### src/rtl/sstv_pkg.sv
// Shared definitions for the SSTV decoder blocks: FSM state encoding,
// default video band limits and a constant-evaluable clog2 helper.
package sstv_pkg;

    typedef enum logic {
        IDLE  = 1'b0,
        ACCUM = 1'b1
    } sstv_state_t;

    // Default SSTV luminance band, in Hz.
    localparam int FREQ_BLACK       = 1500;
    localparam int FREQ_WHITE       = 2300;
    localparam int FREQ_GRAY_MIDDLE = 1900;

    // Ceiling log2; clog2(1) = 0. Usable in parameter/port width expressions.
    function automatic int clog2(input int value);
        int result;
        int rem;
        result = 0;
        rem    = value - 1;
        while (rem > 0) begin
            result = result + 1;
            rem    = rem >> 1;
        end
        return result;
    endfunction

endpackage

### src/rtl/sstv_level_quant.sv
// Combinational frequency -> grey level quantiser. Builds LEVELS-1 evenly
// spaced thresholds across the video band and reports how many of them the
// input strictly exceeds. Anything at or below black maps to 0, anything
// above the top threshold (including above-band input) clamps to LEVELS-1.
module sstv_level_quant #(
    parameter int AVG_W      = 12,
    parameter int COLOR_BITS = 2,
    parameter int FREQ_BLACK = 1500,
    parameter int FREQ_WHITE = 2300
) (
    input  logic [AVG_W-1:0]      avg,
    output logic [COLOR_BITS-1:0] level
);

    localparam int LEVELS = 1 << COLOR_BITS;
    localparam int STEP   = (FREQ_WHITE - FREQ_BLACK) / LEVELS;

    if (FREQ_WHITE <= FREQ_BLACK) begin : g_bad_band
        $error("sstv_level_quant: FREQ_WHITE must exceed FREQ_BLACK");
    end
    if (((FREQ_WHITE - FREQ_BLACK) % LEVELS) != 0) begin : g_bad_step
        $error("sstv_level_quant: band width must divide evenly into LEVELS");
    end
    if ((COLOR_BITS < 1) || (COLOR_BITS > 4)) begin : g_bad_depth
        $error("sstv_level_quant: COLOR_BITS must be 1..4");
    end
    if (AVG_W > 31) begin : g_bad_width
        $error("sstv_level_quant: AVG_W must fit a signed int compare");
    end

    // above[k] is set when avg > FREQ_BLACK + k*STEP; thresholds are
    // monotonic, so the set bits form a thermometer code.
    logic [LEVELS-1:1] above;

    for (genvar k = 1; k < LEVELS; k++) begin : g_thresh
        assign above[k] = (int'(avg) > (FREQ_BLACK + k * STEP));
    end

    // Thermometer-to-binary: count thresholds exceeded.
    always_comb begin
        level = '0;
        for (int k = 1; k < LEVELS; k++) begin
            level = level + COLOR_BITS'(above[k]);
        end
    end

endmodule

### src/rtl/sstv_pixel_avg.sv
// SSTV pixel averager: sums SAMPLES_PER_PIXEL valid frequency samples per
// pixel, divides by shifting, quantises to grey and emits one registered
// pixel per window, with index and end-of-line strobe.
//
//   state | meaning
//   ------+--------------------------------------------------------------
//   IDLE  | waiting for line_start; freq_valid ignored
//   ACCUM | collecting samples for pixel pcnt of the current scanline
//
// A line_start seen in ACCUM normally aborts the line: the partial pixel is
// dropped and the same-cycle sample (if any) becomes the first sample of
// pixel 0. The exception is a line_start that lands on the sample finishing
// the last pixel: that pixel is still emitted with line_done and the new
// line starts empty.
module sstv_pixel_avg #(
    parameter int FREQ_W            = 12,
    parameter int COLOR_BITS        = 2,
    parameter int FREQ_BLACK        = sstv_pkg::FREQ_BLACK,
    parameter int FREQ_WHITE        = sstv_pkg::FREQ_WHITE,
    parameter int SAMPLES_PER_PIXEL = 4,
    parameter int PIXELS_PER_LINE   = 8,
    localparam int PIX_W = (sstv_pkg::clog2(PIXELS_PER_LINE) > 0) ?
                           sstv_pkg::clog2(PIXELS_PER_LINE) : 1
) (
    input  logic                  clk,
    input  logic                  reset,
    input  logic                  line_start,
    input  logic [FREQ_W-1:0]     freq,
    input  logic                  freq_valid,
    output logic [COLOR_BITS-1:0] pixel,
    output logic                  pixel_valid,
    output logic [PIX_W-1:0]      pixel_index,
    output logic                  line_done,
    output logic                  busy
);

    import sstv_pkg::*;

    localparam int SHIFT = clog2(SAMPLES_PER_PIXEL);
    localparam int ACC_W = FREQ_W + SHIFT;
    localparam int CNT_W = (SHIFT > 0) ? SHIFT : 1;

    localparam logic [CNT_W-1:0] LAST_SAMPLE = CNT_W'(SAMPLES_PER_PIXEL - 1);
    localparam logic [PIX_W-1:0] LAST_PIXEL  = PIX_W'(PIXELS_PER_LINE - 1);

    if ((SAMPLES_PER_PIXEL < 1) || (SAMPLES_PER_PIXEL > 64) ||
        ((SAMPLES_PER_PIXEL & (SAMPLES_PER_PIXEL - 1)) != 0)) begin : g_bad_spp
        $error("sstv_pixel_avg: SAMPLES_PER_PIXEL must be a power of two in 1..64");
    end
    if (PIXELS_PER_LINE < 1) begin : g_bad_ppl
        $error("sstv_pixel_avg: PIXELS_PER_LINE must be at least 1");
    end

    sstv_state_t state, state_nx;

    logic [ACC_W-1:0]      acc, acc_nx, acc_base, sum;
    logic [CNT_W-1:0]      scnt, scnt_nx, scnt_base;
    logic [PIX_W-1:0]      pcnt, pcnt_nx, pcnt_base;
    logic [FREQ_W-1:0]     avg;
    logic [COLOR_BITS-1:0] level;

    logic take;
    logic finishing_line;
    logic restart;
    logic complete;
    logic last_pixel;
    logic emit;
    logic emit_done;

    // The accumulator holds at most SAMPLES_PER_PIXEL-1 full-scale samples
    // before the completing one is added, so ACC_W bits cannot overflow.
    assign take           = (state == ACCUM) && freq_valid;
    assign finishing_line = take && (scnt == LAST_SAMPLE) && (pcnt == LAST_PIXEL);
    assign restart        = (state == ACCUM) && line_start && !finishing_line;

    // On a restart the current sample is folded into a freshly cleared line.
    assign acc_base  = restart ? '0 : acc;
    assign scnt_base = restart ? '0 : scnt;
    assign pcnt_base = restart ? '0 : pcnt;

    assign sum        = acc_base + ACC_W'(freq);
    assign avg        = FREQ_W'(sum >> SHIFT);
    assign complete   = take && (scnt_base == LAST_SAMPLE);
    assign last_pixel = (pcnt_base == LAST_PIXEL);

    sstv_level_quant #(
        .AVG_W      (FREQ_W),
        .COLOR_BITS (COLOR_BITS),
        .FREQ_BLACK (FREQ_BLACK),
        .FREQ_WHITE (FREQ_WHITE)
    ) u_quant (
        .avg   (avg),
        .level (level)
    );

    // Next-state, counter and accumulator update; emit strobes for the output stage.
    always_comb begin
        state_nx  = state;
        acc_nx    = acc;
        scnt_nx   = scnt;
        pcnt_nx   = pcnt;
        emit      = 1'b0;
        emit_done = 1'b0;
        case (state)
            IDLE: begin
                if (line_start) begin
                    state_nx = ACCUM;
                    acc_nx   = '0;
                    scnt_nx  = '0;
                    pcnt_nx  = '0;
                end
            end
            ACCUM: begin
                acc_nx  = acc_base;
                scnt_nx = scnt_base;
                pcnt_nx = pcnt_base;
                if (complete) begin
                    emit    = 1'b1;
                    acc_nx  = '0;
                    scnt_nx = '0;
                    if (last_pixel) begin
                        emit_done = 1'b1;
                        pcnt_nx   = '0;
                        state_nx  = line_start ? ACCUM : IDLE;
                    end else begin
                        pcnt_nx = pcnt_base + PIX_W'(1);
                    end
                end else if (take) begin
                    acc_nx  = sum;
                    scnt_nx = scnt_base + CNT_W'(1);
                end
            end
            default: state_nx = IDLE;
        endcase
    end

    // State, accumulator and counter registers.
    always_ff @(posedge clk or posedge reset) begin
        if (reset) begin
            state <= IDLE;
            acc   <= '0;
            scnt  <= '0;
            pcnt  <= '0;
        end else begin
            state <= state_nx;
            acc   <= acc_nx;
            scnt  <= scnt_nx;
            pcnt  <= pcnt_nx;
        end
    end

    // Registered pixel output; pixel and index hold between emissions.
    always_ff @(posedge clk or posedge reset) begin
        if (reset) begin
            pixel       <= '0;
            pixel_index <= '0;
            pixel_valid <= 1'b0;
            line_done   <= 1'b0;
        end else begin
            pixel_valid <= emit;
            line_done   <= emit_done;
            if (emit) begin
                pixel       <= level;
                pixel_index <= pcnt_base;
            end
        end
    end

    assign busy = (state == ACCUM);

endmodule

### config.mk
export PLATFORM = sky130hd
export DESIGN_NAME = sstv_pixel_avg
export DESIGN_NICKNAME = d
export VERILOG_FILES = /design/src/rtl/sstv_pkg.sv /design/src/rtl/sstv_level_quant.sv /design/src/rtl/sstv_pixel_avg.sv
export SDC_FILE = /design/constraint.sdc
export NUM_CORES = 1
export LEC_CHECK = 0
export ABC_AREA = 1
export CAP_MARGIN = 20
export CORE_ASPECT_RATIO = 1.4
export CORE_UTILIZATION = 58
export CTS_BUF_LIST = sky130_fd_sc_hd__clkbuf_16
export DETAILED_ROUTE_END_ITERATION = 6
export DONT_BUFFER_PORTS = 1
export MAX_ROUTING_LAYER = met4
export PLACE_DENSITY = 0.83
export SETUP_SLACK_MARGIN = 0.4
export SYNTH_ARGS = -nofsm -noshare
export SYNTH_HDL_FRONTEND = slang
export SYNTH_SLANG_ARGS = --single-unit
### constraint.sdc
create_clock -name clk -period 3.37 [get_ports clk]
set_input_delay 0.337 -clock clk [delete_from_list [all_inputs] [get_ports clk]]
set_output_delay 0.337 -clock clk [all_outputs]
set_load 0.01 [all_outputs]
==> out/qor.yml <==
worst_setup_path:
  crit_arrival_ps: 3480
  cp.required_ps: 3530
  critPathKind: "reg -> reg"
  end_kind: "flop"
  worstSetupStartpointType: "flop"
  crit_path_max_fanout: 6
placed_design:
  io_buffer_count: 0
  hpwl_um: 4520
  routabilityCongestion: 1.01
  dp.cells: 407
final_layout:
  layout_common_cells: "77 x nand2_1, 56 x inv_1, 35 x nor2_1"
  num-fill-cells: 317
  finish.utilization: 0.724
  areaGrowthSynthToFinish_pct: 20.1
  drive_gt1_frac: 0.234
  multiInputGateArea_um2: 1600
  nets: 411
  instances_no_fill: 423
  diodes: 0
  final_common_cell: "nand2_1"
  area.sequential_um2: 677
clock_network:
  clock_latency_ps: 270
  clock-root-buffer: "clkbuf_16"
  numCtsBuffers: 3
  cts.sinks: 27
  htreeDepth: 1
  cts_tree: "yes"
  path_clk_slew_ps: 70
  clock_path_buffers: 2
synth:
  synth_warnings: 0
  synth_top_area_share: 0.286
  syn_nets: 389
  synth_top_area_cell: "dfrtp_1"
  syn_area_um2: 2360
  ys_ff_latch: 27
  avgSynthCellArea_um2: 6.58
  ys_top_cells_by_area: "dfrtp_1 29%, nand2_1 14%, inv_1 9.4%"
  netlist-cell-type-count: 33
  postSynthCellCount: 359
  seq_area_frac_synth: 0.286
sta:
  grt_setup_unrepaired: "yes"
  period_share: 0.985
  tns_ps: 0
  finalHoldViolCount: 0
  setup_viol: 0
  fin_skew_ps: 3.45
  fmax_mhz: 301
  post-route-min-period_ps: 3320
  slew_headroom: 0.625
  max_slew.worst_pin.slew_ps: 561
  finalMaxSlewViolations: 0
route:
  wl_met2_um: 3330
  viasPerCell: 5.83
  antenna_left: 0
  first_iter_violations: 117
  wl_um: 6400
  wl_met3_um: 351
  firstDrtPassIters: 4
  drc_errors: 0
  via_count: 2467
  top_layer: "met4"
  wl_met1_um: 2510
  drt-wirelength-per-cell_um: 15.1
run_status:
  status: "finished, final reports clean"
grt:
  grt-ovfl-total: 0
  grt_pass1_vias: 2443
  antenna_found_initial: 0
  grt_max_degree: 28
  track_usage: 0.315
  grt_pass1_wl_um: 10500
power_and_ir_drop:
  peakVddDrop_v: 0.000417
  power_density_nw_per_um2: 415
  p_leak_nw: 1.53
hold_path:
  hold_class: "in -> reg"
flow_run:
  maxCapViolations: 0
floorplan:
  die_height_um: 77.5
  core_area_um2: 3920
  die_w_um: 55.9
  row_count: 27
  start_util: 0.602
  die_area_um2: 4330
  io_pins: 24
[critical path, cell delays in order, from the launching register on]
cell and delay (ps):
dfrtp_1 370, nand2_2 80, nor2_2 130, nand2_2 80, nand2_4 120, inv_8 50, buf_6 120, nor2_4 100
ha_4 150, inv_2 40, fa_2 350, inv_2 110, nand3_1 130, nand3_1 100, nand2_1 100, o21ai_1 240
nand3_1 120, nand2_1 80, nor2_1 40, nor2_1 130, fa_1 450, nand2_1 70, nand2_1 40
[per-stage QoR]
stage          total power, W  instance area, um2  worst slack, ps  hold slack, ps
6_report              0.00118                2840             52.0             185
3_5_place_dp         0.000844                2520             14.4             458
5_1_grt               0.00125                2840             -158             174
3_3_place_gp         0.000831                2520              106             458
2_1_floorplan        0.000746                2420              120             390
4_1_cts               0.00114                2720              183             186
[routing by layer]
metal,track usage,vias to the layer above
met1,0.347,1152
li1,-,1202
met5,-,-
met4,0.183,0
met2,0.536,95
met3,0.0483,18
[synth_stat cells (all sizes together)]
cell type	number
a21o	3
a21oi	14
a221o	1
a22oi	1
a32o	3
buf	2
clkbuf	3
clkinv	1
dfrtp	27
fa	2
ha	12
inv	60
nand2	104
nand3	31
nand3b	3
nand4	7
nor2	47
nor3	3
o21a	1
o21ai	18
o21bai	2
o221ai	1
o22a	1
o22ai	10
xor2	2
[path summary, 6_finish.rpt]
| check | start | to | slack [ps] | cells after the start |
|---|---|---|---|---|
| min in group asynchronous | reset | acc[11] | 440 | 2 |
| worst max register to register | pcnt[0] | pixel[0] | 50 | 22 |
| worst min-delay path | line_start | busy | 180 | 1 |
| worst max-delay path | pcnt[0] | pixel[0] | 50 | 22 |
| worst min register to register | pixel_index[1] | pixel_index[1] | 550 | 2 |
| max in group asynchronous | reset | busy | 2520 | 3 |
[report_power, final]
group,switching (W),internal [W]
Clock,0.000112,0.000159
Sequential,0.0000359,0.000371
Combinational,0.000315,0.000182
[layout make-up]
type,count,area share
Multi-Input combinational cell,266,0.564
Sequential cell,27,0.239
Inverter,61,0.0834
Timing Repair Buffer,21,0.0648
Clock buffer,3,0.0265
Tap cell,43,0.0190
Timing Repair inverter,1,0.00221
Clock inverter,1,0.00132
[kinds of logic after synthesis]
group / count (synthesis) / share of synthesized area
buffers and inverters: 66 / 0.105
flip-flops: 27 / 0.286
XOR/XNOR: 2 / 0.00742
adder cells (fa/ha/maj): 14 / 0.0806
AND/OR/NAND/NOR: 195 / 0.379
AO/OA/AOI/OAI: 55 / 0.141
[registers in the layout, indices dropped and copies added (netlist names)]
| name | flops |
|---|---|
| pcnt | 3 |
| pixel_valid | 1 |
| acc | 14 |
| pixel | 2 |
| line_done | 1 |
| busy | 1 |
| pixel_index | 3 |
| scnt | 2 |
[timing repair]
action                                  4_1_cts  5_1_grt
setup buffers                                 8        1
pin swaps                                    14       11
cloned                                        1        0
hold buffers                                  0        1
endpoints found under the setup margin        2        2
resized for setup                            17       17
endpoints found under the hold margin         0        4
Power figures use the tool's default switching activity.
